[src/rtl/seq_det_pkg.sv]
// Shared definitions for the serial pattern detector: state encoding and
// default widths.
package seq_det_pkg;

    typedef enum logic [1:0] {
        StIdle = 2'd0,
        StLoad = 2'd1,
        StRun  = 2'd2,
        StDone = 2'd3
    } state_t;

    localparam int unsigned PAT_W_DEF = 4;
    localparam int unsigned LEN_W_DEF = 8;
    localparam int unsigned CNT_W_DEF = 8;

endpackage

[src/rtl/seq_det_shift.sv]
// Shift register, fill counter and pattern comparator for the serial detector.
// hit is combinational and reflects the post-shift state of the current edge.
module seq_det_shift
    import seq_det_pkg::*;
#(
    parameter int unsigned PAT_W = PAT_W_DEF
) (
    input  logic             clk,
    input  logic             rst,
    input  logic             clear,
    input  logic             shift_en,
    input  logic             din,
    input  logic             overlap,
    input  logic [PAT_W-1:0] pattern,
    output logic             hit
);

    localparam int unsigned FILL_W = $clog2(PAT_W + 1);
    localparam logic [FILL_W-1:0] FILL_FULL = FILL_W'(PAT_W);

    logic [PAT_W-1:0]  sreg;
    logic [PAT_W-1:0]  sreg_nxt;
    logic [FILL_W-1:0] fill;
    logic [FILL_W-1:0] fill_inc;

    always_comb begin
        sreg_nxt = {sreg[PAT_W-2:0], din};
        fill_inc = (fill == FILL_FULL) ? fill : fill + FILL_W'(1);
        hit      = shift_en && (sreg_nxt == pattern) && (fill_inc == FILL_FULL);
    end

    always_ff @(posedge clk or posedge rst) begin
        if (rst) begin
            sreg <= '0;
            fill <= '0;
        end else if (clear) begin
            sreg <= '0;
            fill <= '0;
        end else if (shift_en) begin
            sreg <= sreg_nxt;
            // Non-overlapping mode restarts the fill so matched bits are not reused
            fill <= (hit && !overlap) ? '0 : fill_inc;
        end
    end

endmodule

[src/rtl/seq_det_ctrl.sv]
// Run controller for the serial pattern detector: latches the configuration,
// sequences IDLE/LOAD/RUN/DONE and keeps the bit and match counters.
module seq_det_ctrl
    import seq_det_pkg::*;
#(
    parameter int unsigned PAT_W = PAT_W_DEF,
    parameter int unsigned LEN_W = LEN_W_DEF,
    parameter int unsigned CNT_W = CNT_W_DEF
) (
    input  logic             clk,
    input  logic             rst,
    input  logic             start,
    input  logic             abort,
    input  logic [PAT_W-1:0] cfg_pattern,
    input  logic [LEN_W-1:0] cfg_len,
    input  logic             cfg_overlap,
    input  logic             A,
    input  logic             A_valid,
    output logic             busy,
    output logic             done,
    output logic             match,
    output logic [CNT_W-1:0] match_count
);

    state_t           state;
    logic [PAT_W-1:0] pat_q;
    logic [LEN_W-1:0] len_q;
    logic             ovl_q;
    logic [LEN_W-1:0] bit_cnt;
    logic             shift_en;
    logic             clear;
    logic             hit;
    logic             last_bit;

    assign shift_en = (state == StRun) && A_valid && !abort;
    assign clear    = (state == StLoad) && !abort;
    assign last_bit = ({1'b0, bit_cnt} + (LEN_W + 1)'(1)) == {1'b0, len_q};

    seq_det_shift #(
        .PAT_W (PAT_W)
    ) u_shift (
        .clk      (clk),
        .rst      (rst),
        .clear    (clear),
        .shift_en (shift_en),
        .din      (A),
        .overlap  (ovl_q),
        .pattern  (pat_q),
        .hit      (hit)
    );

    always_ff @(posedge clk or posedge rst) begin
        if (rst) begin
            state       <= StIdle;
            pat_q       <= '0;
            len_q       <= '0;
            ovl_q       <= 1'b0;
            bit_cnt     <= '0;
            busy        <= 1'b0;
            done        <= 1'b0;
            match       <= 1'b0;
            match_count <= '0;
        end else begin
            done  <= 1'b0;
            match <= 1'b0;
            case (state)
                StIdle: begin
                    if (start) begin
                        pat_q <= cfg_pattern;
                        len_q <= cfg_len;
                        ovl_q <= cfg_overlap;
                        busy  <= 1'b1;
                        state <= StLoad;
                    end
                end
                StLoad: begin
                    if (abort) begin
                        busy  <= 1'b0;
                        state <= StIdle;
                    end else begin
                        bit_cnt     <= '0;
                        match_count <= '0;
                        if (len_q == '0) begin
                            busy  <= 1'b0;
                            done  <= 1'b1;
                            state <= StDone;
                        end else begin
                            state <= StRun;
                        end
                    end
                end
                StRun: begin
                    // Abort wins over a final bit or a match on the same edge
                    if (abort) begin
                        busy  <= 1'b0;
                        state <= StIdle;
                    end else if (A_valid) begin
                        bit_cnt <= bit_cnt + LEN_W'(1);
                        match   <= hit;
                        if (hit && (match_count != '1)) begin
                            match_count <= match_count + CNT_W'(1);
                        end
                        if (last_bit) begin
                            busy  <= 1'b0;
                            done  <= 1'b1;
                            state <= StDone;
                        end
                    end
                end
                StDone: begin
                    state <= StIdle;
                end
                default: begin
                    busy  <= 1'b0;
                    state <= StIdle;
                end
            endcase
        end
    end

endmodule

[config.mk]
export PLATFORM = sky130hd
export DESIGN_NAME = seq_det_ctrl
export DESIGN_NICKNAME = d
export VERILOG_FILES = /design/src/rtl/seq_det_pkg.sv /design/src/rtl/seq_det_shift.sv /design/src/rtl/seq_det_ctrl.sv
export SDC_FILE = /design/constraint.sdc
export NUM_CORES = 1
export LEC_CHECK = 0
export BUFFER_PORTS_ARGS = -buffer_cell sky130_fd_sc_hd__buf_2
export CAP_MARGIN = 20
export CORE_MARGIN = 3
export CORE_UTILIZATION = 60
export DETAILED_ROUTE_END_ITERATION = 8
export PLACE_DENSITY = 0.82
export SYNTH_ARGS = -nofsm -noshare
export SYNTH_HDL_FRONTEND = slang
export SYNTH_SLANG_ARGS = --single-unit
[constraint.sdc]
create_clock -name clk -period 5.46 [get_ports clk]
set_input_delay 0.819 -clock clk [delete_from_list [all_inputs] [get_ports clk]]
set_output_delay 0.819 -clock clk [all_outputs]
set_load 0.02 [all_outputs]
# Word level (Yosys, flattened, before mapping)
# Cells that the tools add are included.
# W data, S select, Z words.
# totals
elab_cells	87
out_inout_bits	11
reg_bits	40
input_bits	19
# op_classes
mux	37
addsub	4
n_reduce_logical	19
n_eq_ne	16
# ops
operator	count
$mux W8	6
$pmux W8 S2	2
$mux W3	6
$add A8 B1 Y8 const B	2
$mux W1	15
$mux W2	5
$reduce_and A5 Y1	2
$add A8 B1 Y9 const B	1
$eq A9 B8 Y1	1
$logic_not A8 Y1	1
$ne A2 B2 Y1 const B	4
$ne A8 B8 Y1 const B	1
$pmux W2 S4	1
$logic_and A1 B1 Y1	7
$eq A3 B3 Y1 const B	2
$ne A3 B3 Y1 const B	2
$eq A2 B2 Y1 const B	2
$eq A4 B4 Y1	1
$reduce_and A4 Y1	1
$reduce_bool A2 Y1	2
$add A3 B1 Y3 const B	1
$ne A3 B2 Y1 const B	1
$pmux W1 S3	1
$reduce_and A3 Y1	1
7 further kinds	8

# Depth between registers and ports, before layout
# Gate-level depths: netlist of the first run.
# logic_depth
word_depth	10
mapped_depth	9
ltp_nobuf	8

# Hierarchy
# Synthesis of the first run repeated with hierarchy kept, for this count alone.
# unflattened
hier_cells	228
area_unflattened_um2	2307.2
# by_module_without_submodules
module	area_per_inst_um2	seq_area_each_um2	instances	cells_per_inst
seq_det_ctrl	1915.6	850.8	1	187
seq_det_shift	391.6	150.1	1	41

# Worst setup path after synthesis of the first run
# No wires, ideal clock.
# synth_path
kind	in2reg
from	input abort
to	register match_count[7]
required_time_ps	5382
setup_time_ps	78
path_buffers	1
arrival_ps	2373
cell_stages	7
path_slack_ps	3009
cell_sequence	and3b_1 buf_6 o211ai_4 nor4_4 o21ai_4 or4_1 a21oi_1
# synth_via
elab_chain_len	7
word_cells_on_any_way	9
classes_between	eq/ne (3); reduce/logical (6)
# synth_lines
element	line	rtl
start: declaration	seq_det_ctrl.sv:13	input logic abort,
$logic_not A1 Y1	seq_det_ctrl.sv:35	assign shift_en = (state == StRun) && A_valid && !abort;
$logic_and A1 B1 Y1	seq_det_ctrl.sv:35	
$logic_and A1 B1 Y1 (2 in a row)	seq_det_shift.sv:29	hit = shift_en && (sreg_nxt == pattern) && (fill_inc == FILL_FULL);
$logic_and A1 B1 Y1	seq_det_ctrl.sv:100	if (hit && (match_count != '1)) begin
$ne A2 B1 Y1 (no line)	n/a	
$reduce_and A5 Y1 (no line) (*)	n/a	
end signal: assignment	seq_det_ctrl.sv:101	match_count <= match_count + CNT_W'(1);
end: declaration	seq_det_ctrl.sv:22	output logic [CNT_W-1:0] match_count
# Every way passes the cells marked *; elsewhere a longest branch is shown, timed or not.
# A chain may end at the register's enable or synchronous reset.

# Final worst setup path of the first run
# layout_path
from	register state[0]
to	register match_count[5]
# layout_via
elab_chain_len	8
word_cells_on_any_way	14
classes_between	eq/ne (6); mux (1); reduce/logical (7)
# layout_lines
element	line	rtl
start: declaration	seq_det_ctrl.sv:25	state_t state;
start signal: assignment	seq_det_ctrl.sv:54	state <= StIdle;
start signal: assignment	seq_det_ctrl.sv:73	state <= StLoad;
start signal: assignment	seq_det_ctrl.sv:79	state <= StIdle;
$eq A2 B2 Y1	seq_det_ctrl.sv:35, seq_det_ctrl.sv:66	
$logic_and A1 B1 Y1 (2 in a row)	seq_det_ctrl.sv:35	
$logic_and A1 B1 Y1 (2 in a row)	seq_det_shift.sv:29	
$logic_and A1 B1 Y1	seq_det_ctrl.sv:100	
$ne A2 B1 Y1 (no line)	n/a	
$reduce_and A5 Y1 (no line)	n/a	
# Parallel ways exist; a longest one is shown, timed or not.

==> results of run 1 <==
power breakdown:
group	switching, mW	internal, mW	total (mW)
combinational	0.179	0.180	0.359
sequential	0.0825	0.363	0.446
clock	0.105	0.102	0.207
cell families (layout without fill, tap and decap cells):
group | count (synthesis) | in the layout | synth area share (%)
compound gates | 68 | 68 | 19.4
xor+xnor | 12 | 12 | 5.10
fa+ha+maj | 9 | 9 | 4.63
buf+inv | 19 | 46 | 3.24
flops | 40 | 40 | 41.2
mux | 16 | 16 | 7.36
simple gates | 84 | 84 | 19.1
worst max-delay path, stage by stage, from the launching register on:
cell      delay, ns
dfrtp_1        0.43
inv_1          0.12
ha_1           0.29
and3b_1        0.37
o211ai_4       0.14
nor4_4         0.47
o21ai_4        0.15
or4_1          0.50
a21oi_1        0.16
layout make-up:
class / instances / area, um2
Multi-Input combinational cell: 189 / 1350
Fill cell: 289 / 1080
Sequential cell: 40 / 1000
Timing Repair Buffer: 30 / 153
Clock buffer: 6 / 82.6
Tap cell: 48 / 60.1
Inverter: 8 / 30.0
Clock inverter: 2 / 15.0
worst min path at each step:
stage / depth (start not counted) / end / slack, ns
floorplan: 1 / ovl_q / 0.48
global placement: 1 / pat_q[2] / 0.51
detailed placement: 1 / pat_q[1] / 0.52
CTS: 1 / pat_q[1] / 0.54
global route: 1 / pat_q[1] / 0.57
finish: 1 / pat_q[1] / 0.54
registers in the layout (all words and copies together), names as in the netlist, 2 cells and up:
signal and cells:
match_count 8, state 2, len_q 8, bit_cnt 8
u_shift.sreg 3, pat_q 4, u_shift.fill 3
per-layer routing:
metal  GRT usage [%]  vias up
met4            7.23        0
met5               0        -
met1            29.1      954
met3            3.33        8
met2            32.4       54
li1                -      971
placed cells by master, fill, tap and decap left out, types with 2 or more instances in the layout:
cell type,synthesis,layout
xor2_1,2,2
mux2_2,15,15
xnor2_1,9,9
nand4_1,5,5
o21ai_0,19,19
nand2_1,23,23
nand2b_1,6,6
o21a_1,3,3
nor4_1,4,4
o32ai_1,3,3
a21oi_1,15,15
and3_1,3,3
a211oi_1,2,2
nand3_1,9,9
a22o_1,3,3
nor2b_1,2,2
and4_1,2,2
buf_2,0,29
or4_1,4,4
o211ai_1,2,2
ha_1,9,9
nor2_1,13,13
inv_1,7,7
clkbuf_8,0,6
clkinvlp_4,0,2
or3_1,2,2
dfrtp_1,40,40
and3b_1,2,2
a31oi_1,2,2
nor3_1,2,2
o31ai_1,4,4
==> results.ini, run 1 <==
[outcome]
outcome = finished, final reports clean

[yosys]
netlist_area_um2 = 2430
synth_ff_type = dfrtp_1
synthArstFlopShare_pct = 100
yosys.cell_types.count = 56
yosysMostFrequentCell = dfrtp_1
netlist_top_cells_area = dfrtp_1, mux2_2, ha_1
synth_edf_count = 0
syn_area_per_cell_um2 = 9.80
yosysWarnings = 0
synth_top_cell_area_share_pct = 41.2
ys_ff_latch = 40
synth_area_leader_cell = dfrtp_1
netlist_top_cells_count = dfrtp_1, nand2_1, o21ai_0, a21oi_1, mux2_2
yosysSeqAreaShare_pct = 41.2
netlist_instances = 248
synth_nets = 276

[global_route]
grt_start_max_net_pins = 41
grtUsageTotal_pct = 20.7
antenna_found_initial = 0
overflow = 0
grt_pass1_wl_um = 8160
grt_pass1_vias = 1830

[clocking]
cts.repair.resized = 0
h-tree-depth = 2
root_buffer = clkbuf_8
cts_buffers = 5
cts.sinks = 40
tritoncts = built
insertion_delay_ns = 0.30
cts_buffer_depth = 2
clk_pin_slew_ns = 0.08
cts_hold_buf = 0
cts_setup_buffers = 0

[routing]
viasPerCell = 6.15
dr_wl_met2_um = 2310
firstDrtPassIters = 4
wl_um = 4900
drtAntennaViolNets = 0
drt-met1-wl_um = 2270
drtIter0Drc = 99
top_layer = met4
dr_wl_met3_um = 244
wire_per_inst_um = 15.2
drc_errors = 0
routed-via-count = 1987

[setup_path]
r2r_cells = 8
end_kind = register
ff2ff_setup_slack_ns = 2.75
cp.arrival_ns = 2.93
crit_end = match_count[5]
startpoint = state[0]
worstReg2RegEnd = match_count[5]
reg2reg_from = state[0]
start_kind = register
cp_max_fo = 10
required_ns = 5.68
path_class = register to register

[placement]
placed_cells = 315
placed_cell_area_um2 = 2590
gp_congestion = 0.899
pre_cts_ws_ns = 2.61
hpwl_um = 3620
io_buffer_count = 29

[sta]
final-setup-viol-count = 0
worst_pin_slew_ns = 0.554
slew-limit-headroom_pct = 63.0
slew_violations = 0
fin_ws_ns = 2.75
setup_tns_ns = 0
hold_viol = 0
rsz0062_at_grt = false
fin_crit_sh_pct = 49.6
fin_crit_ns = 2.71
fin_skew_ns = 0.00616
holdWs_ns = 0.538
max_freq_ghz = 0.369

[floorplanning]
core_region_area_um2 = 3770
boundaryPins = 30
dieArea_um2 = 4850
dieWidth_um = 69.6
initial_utilization_pct = 64.4
fp.dieH_um = 69.6
num_rows = 22

[layout]
diodes = 0
fin_area_um2 = 2690
fin_util_pct = 71.4
area_growth_pct = 10.8
drive_above_1_share_pct = 22.9
fin_nets = 302
stdcell_count = 323

[pwr]
peakVddDrop_mv = 0.305
p_leak_nw = 1.15
power_density_nw_per_um2 = 376
power_mw = 1.01

[min_path]
worstHoldStart = pat_q[1]
min_path_type = register to register

[run]
drv_cap = 0

No activity file was read; power rests on OpenSTA's default activity.
==> inputs of run 2 (changes only) <==
CORE_UTILIZATION = 58   (was 60)
PLACE_DENSITY = 0.8   (was 0.82)
clock period = 2.5 ns   (was 5.46 ns; I/O delays follow)
==> run 2 against run 1 <==
  * First-iteration DRC count rose by 38%
  * Hold slack worse by 0.36 ns
  * Global-route usage rose by 0.11 points
  * Design area increased by 2.0%
  * Clock power up 99%
  * Utilization shrank 0.10 points
  * Count of clock-buffer cells in the layout is 1 lower
  * Clock skew increased by 0.0011 ns
  * Power up 120%
  * Register-to-register slack worse by 2.6 ns
  * Largest cell class unchanged
  * Largest power group unchanged
==> results.ini, run 2 (same netlist as run 1, synthesis figures left out) <==
[global_route]
grt_start_max_net_pins = 41
grt_pass1_wl_um = 8430
overflow = 0
grtUsageTotal_pct = 20.8
antenna_found_initial = 0
grt_pass1_vias = 1789

[layout]
most-common-layout-cells = dfrtp_1, buf_2, nand2_1
final_common_cell = dfrtp_1
stdcell_count = 329
diodes = 0
area_growth_pct = 13.0
drive_above_1_share_pct = 25.6
fin_nets = 309
reg_top3 = bit_cnt: 8 flops, len_q: 8 flops, match_count: 8 flops

[pwr]
power_density_nw_per_um2 = 797
p_leak_nw = 1.18
peakVddDrop_mv = 0.638

[setup_path]
worstReg2RegEnd = state[1]
required_ns = 2.72
reg2reg_from = bit_cnt[0]
path_class = register to register
r2r_cells = 6
ff2ff_setup_slack_ns = 0.16
start_kind = register
cp.arrival_ns = 2.55
end_kind = register
cp_max_fo = 7

[sta]
holdWs_ns = 0.174
worst_pin_slew_ns = 0.581
max_freq_ghz = 0.428
hold_viol = 0
setup_tns_ns = 0
fin_skew_ns = 0.00725
final-setup-viol-count = 0
fin_crit_sh_pct = 93.5
rsz0062_at_grt = false
slew_violations = 0
fin_ws_ns = 0.163
fin_crit_ns = 2.34
slew-limit-headroom_pct = 60.9

[run]
drv_cap = 0

[clocking]
cts_setup_buffers = 0
cts_buffers = 5
tritoncts = built
root_buffer = clkbuf_8
cts.sinks = 40
cts_hold_buf = 0
h-tree-depth = 2
clk_pin_slew_ns = 0.08
insertion_delay_ns = 0.30
cts_buffer_depth = 2

[placement]
pre_cts_ws_ns = 0.153
io_buffer_count = 29
placed_cells = 322
hpwl_um = 3680
gp_congestion = 0.861

[outcome]
outcome = finished, final reports clean

[floorplanning]
num_rows = 22
fp.dieH_um = 70.7
initial_utilization_pct = 63.1
core_region_area_um2 = 3850
dieWidth_um = 70.7
boundaryPins = 30
dieArea_um2 = 5000

[routing]
wire_per_inst_um = 15.1
drtAntennaViolNets = 0
wl_um = 4950
routed-via-count = 1964
drc_errors = 0
firstDrtPassIters = 4
drtIter0Drc = 137
viasPerCell = 5.97

[min_path]
min_path_type = primary input to async pin

## run 2: changes by cell type in the layout (fill, tap and decap cells not counted), sizes merged
| cell | delta |
|---|---|
| buf | +7 |
| clkbuf | -1 |
| clkinv | +1 |
| clkinvlp | -1 |
## run 2: repair_timing
action,4_1_cts,5_1_grt
endpoints found under the hold margin,0,0
setup endpoints to repair,0,4
gates resized for setup,0,5
## run 2: critical path, cell delays in order, from the launching register on
cell and delay [ns]:
dfrtp_1 0.49, nand3_2 0.19, or4_1 0.53, a211oi_1 0.28, nand4_1 0.25, o31ai_4 0.30
mux2i_1 0.23
## run 2: cell type report
cell class	instances	area, um2
Tap cell	48	60.1
Clock inverter	2	12.5
Multi-Input combinational cell	189	1370
Inverter	8	30.0
Clock buffer	5	68.8
Fill cell	293	1110
Timing Repair Buffer	37	205
Sequential cell	40	1000
## run 2: where the power goes
part	internal (mW)	leakage, nW	switching, mW	total (mW)
clock network	0.189	0.0400	0.222	0.411
logic	0.410	0.616	0.395	0.805
registers	0.793	0.524	0.180	0.973
total	1.39	1.18	0.797	2.19
## run 2: worst max path at each step
stage / from / end / slack [ns]
final: bit_cnt[0] / state[1] / 0.16
after global routing: u_shift.fill[0] / match_count[7] / 0.009
after CTS: bit_cnt[0] / state[1] / 0.13
after detailed placement: bit_cnt[0] / state[1] / 0.15
after global placement: bit_cnt[0] / state[1] / 0.17
after floorplan: state[0] / match_count[7] / 0.17
## run 2: per-layer routing
metal | vias to the layer above | track usage [%] | routed length (um)
met3 | 8 | 2.98 | 207
met1 | 942 | 29.3 | 2350
met4 | 0 | 7.52 | 89
met2 | 39 | 32.6 | 2310
met5 | - | 0 | 0
li1 | 975 | - | -
## run 2: metrics by stage
step	cell area [um2]	total power, mW	utilization (%)
final	2750	2.19	71.3
after floorplan	2430	1.57	-
after global routing	2750	2.33	71.3
after CTS	2730	2.18	70.8
after detailed placement	2650	1.77	68.7
after global placement	2650	1.74	68.7
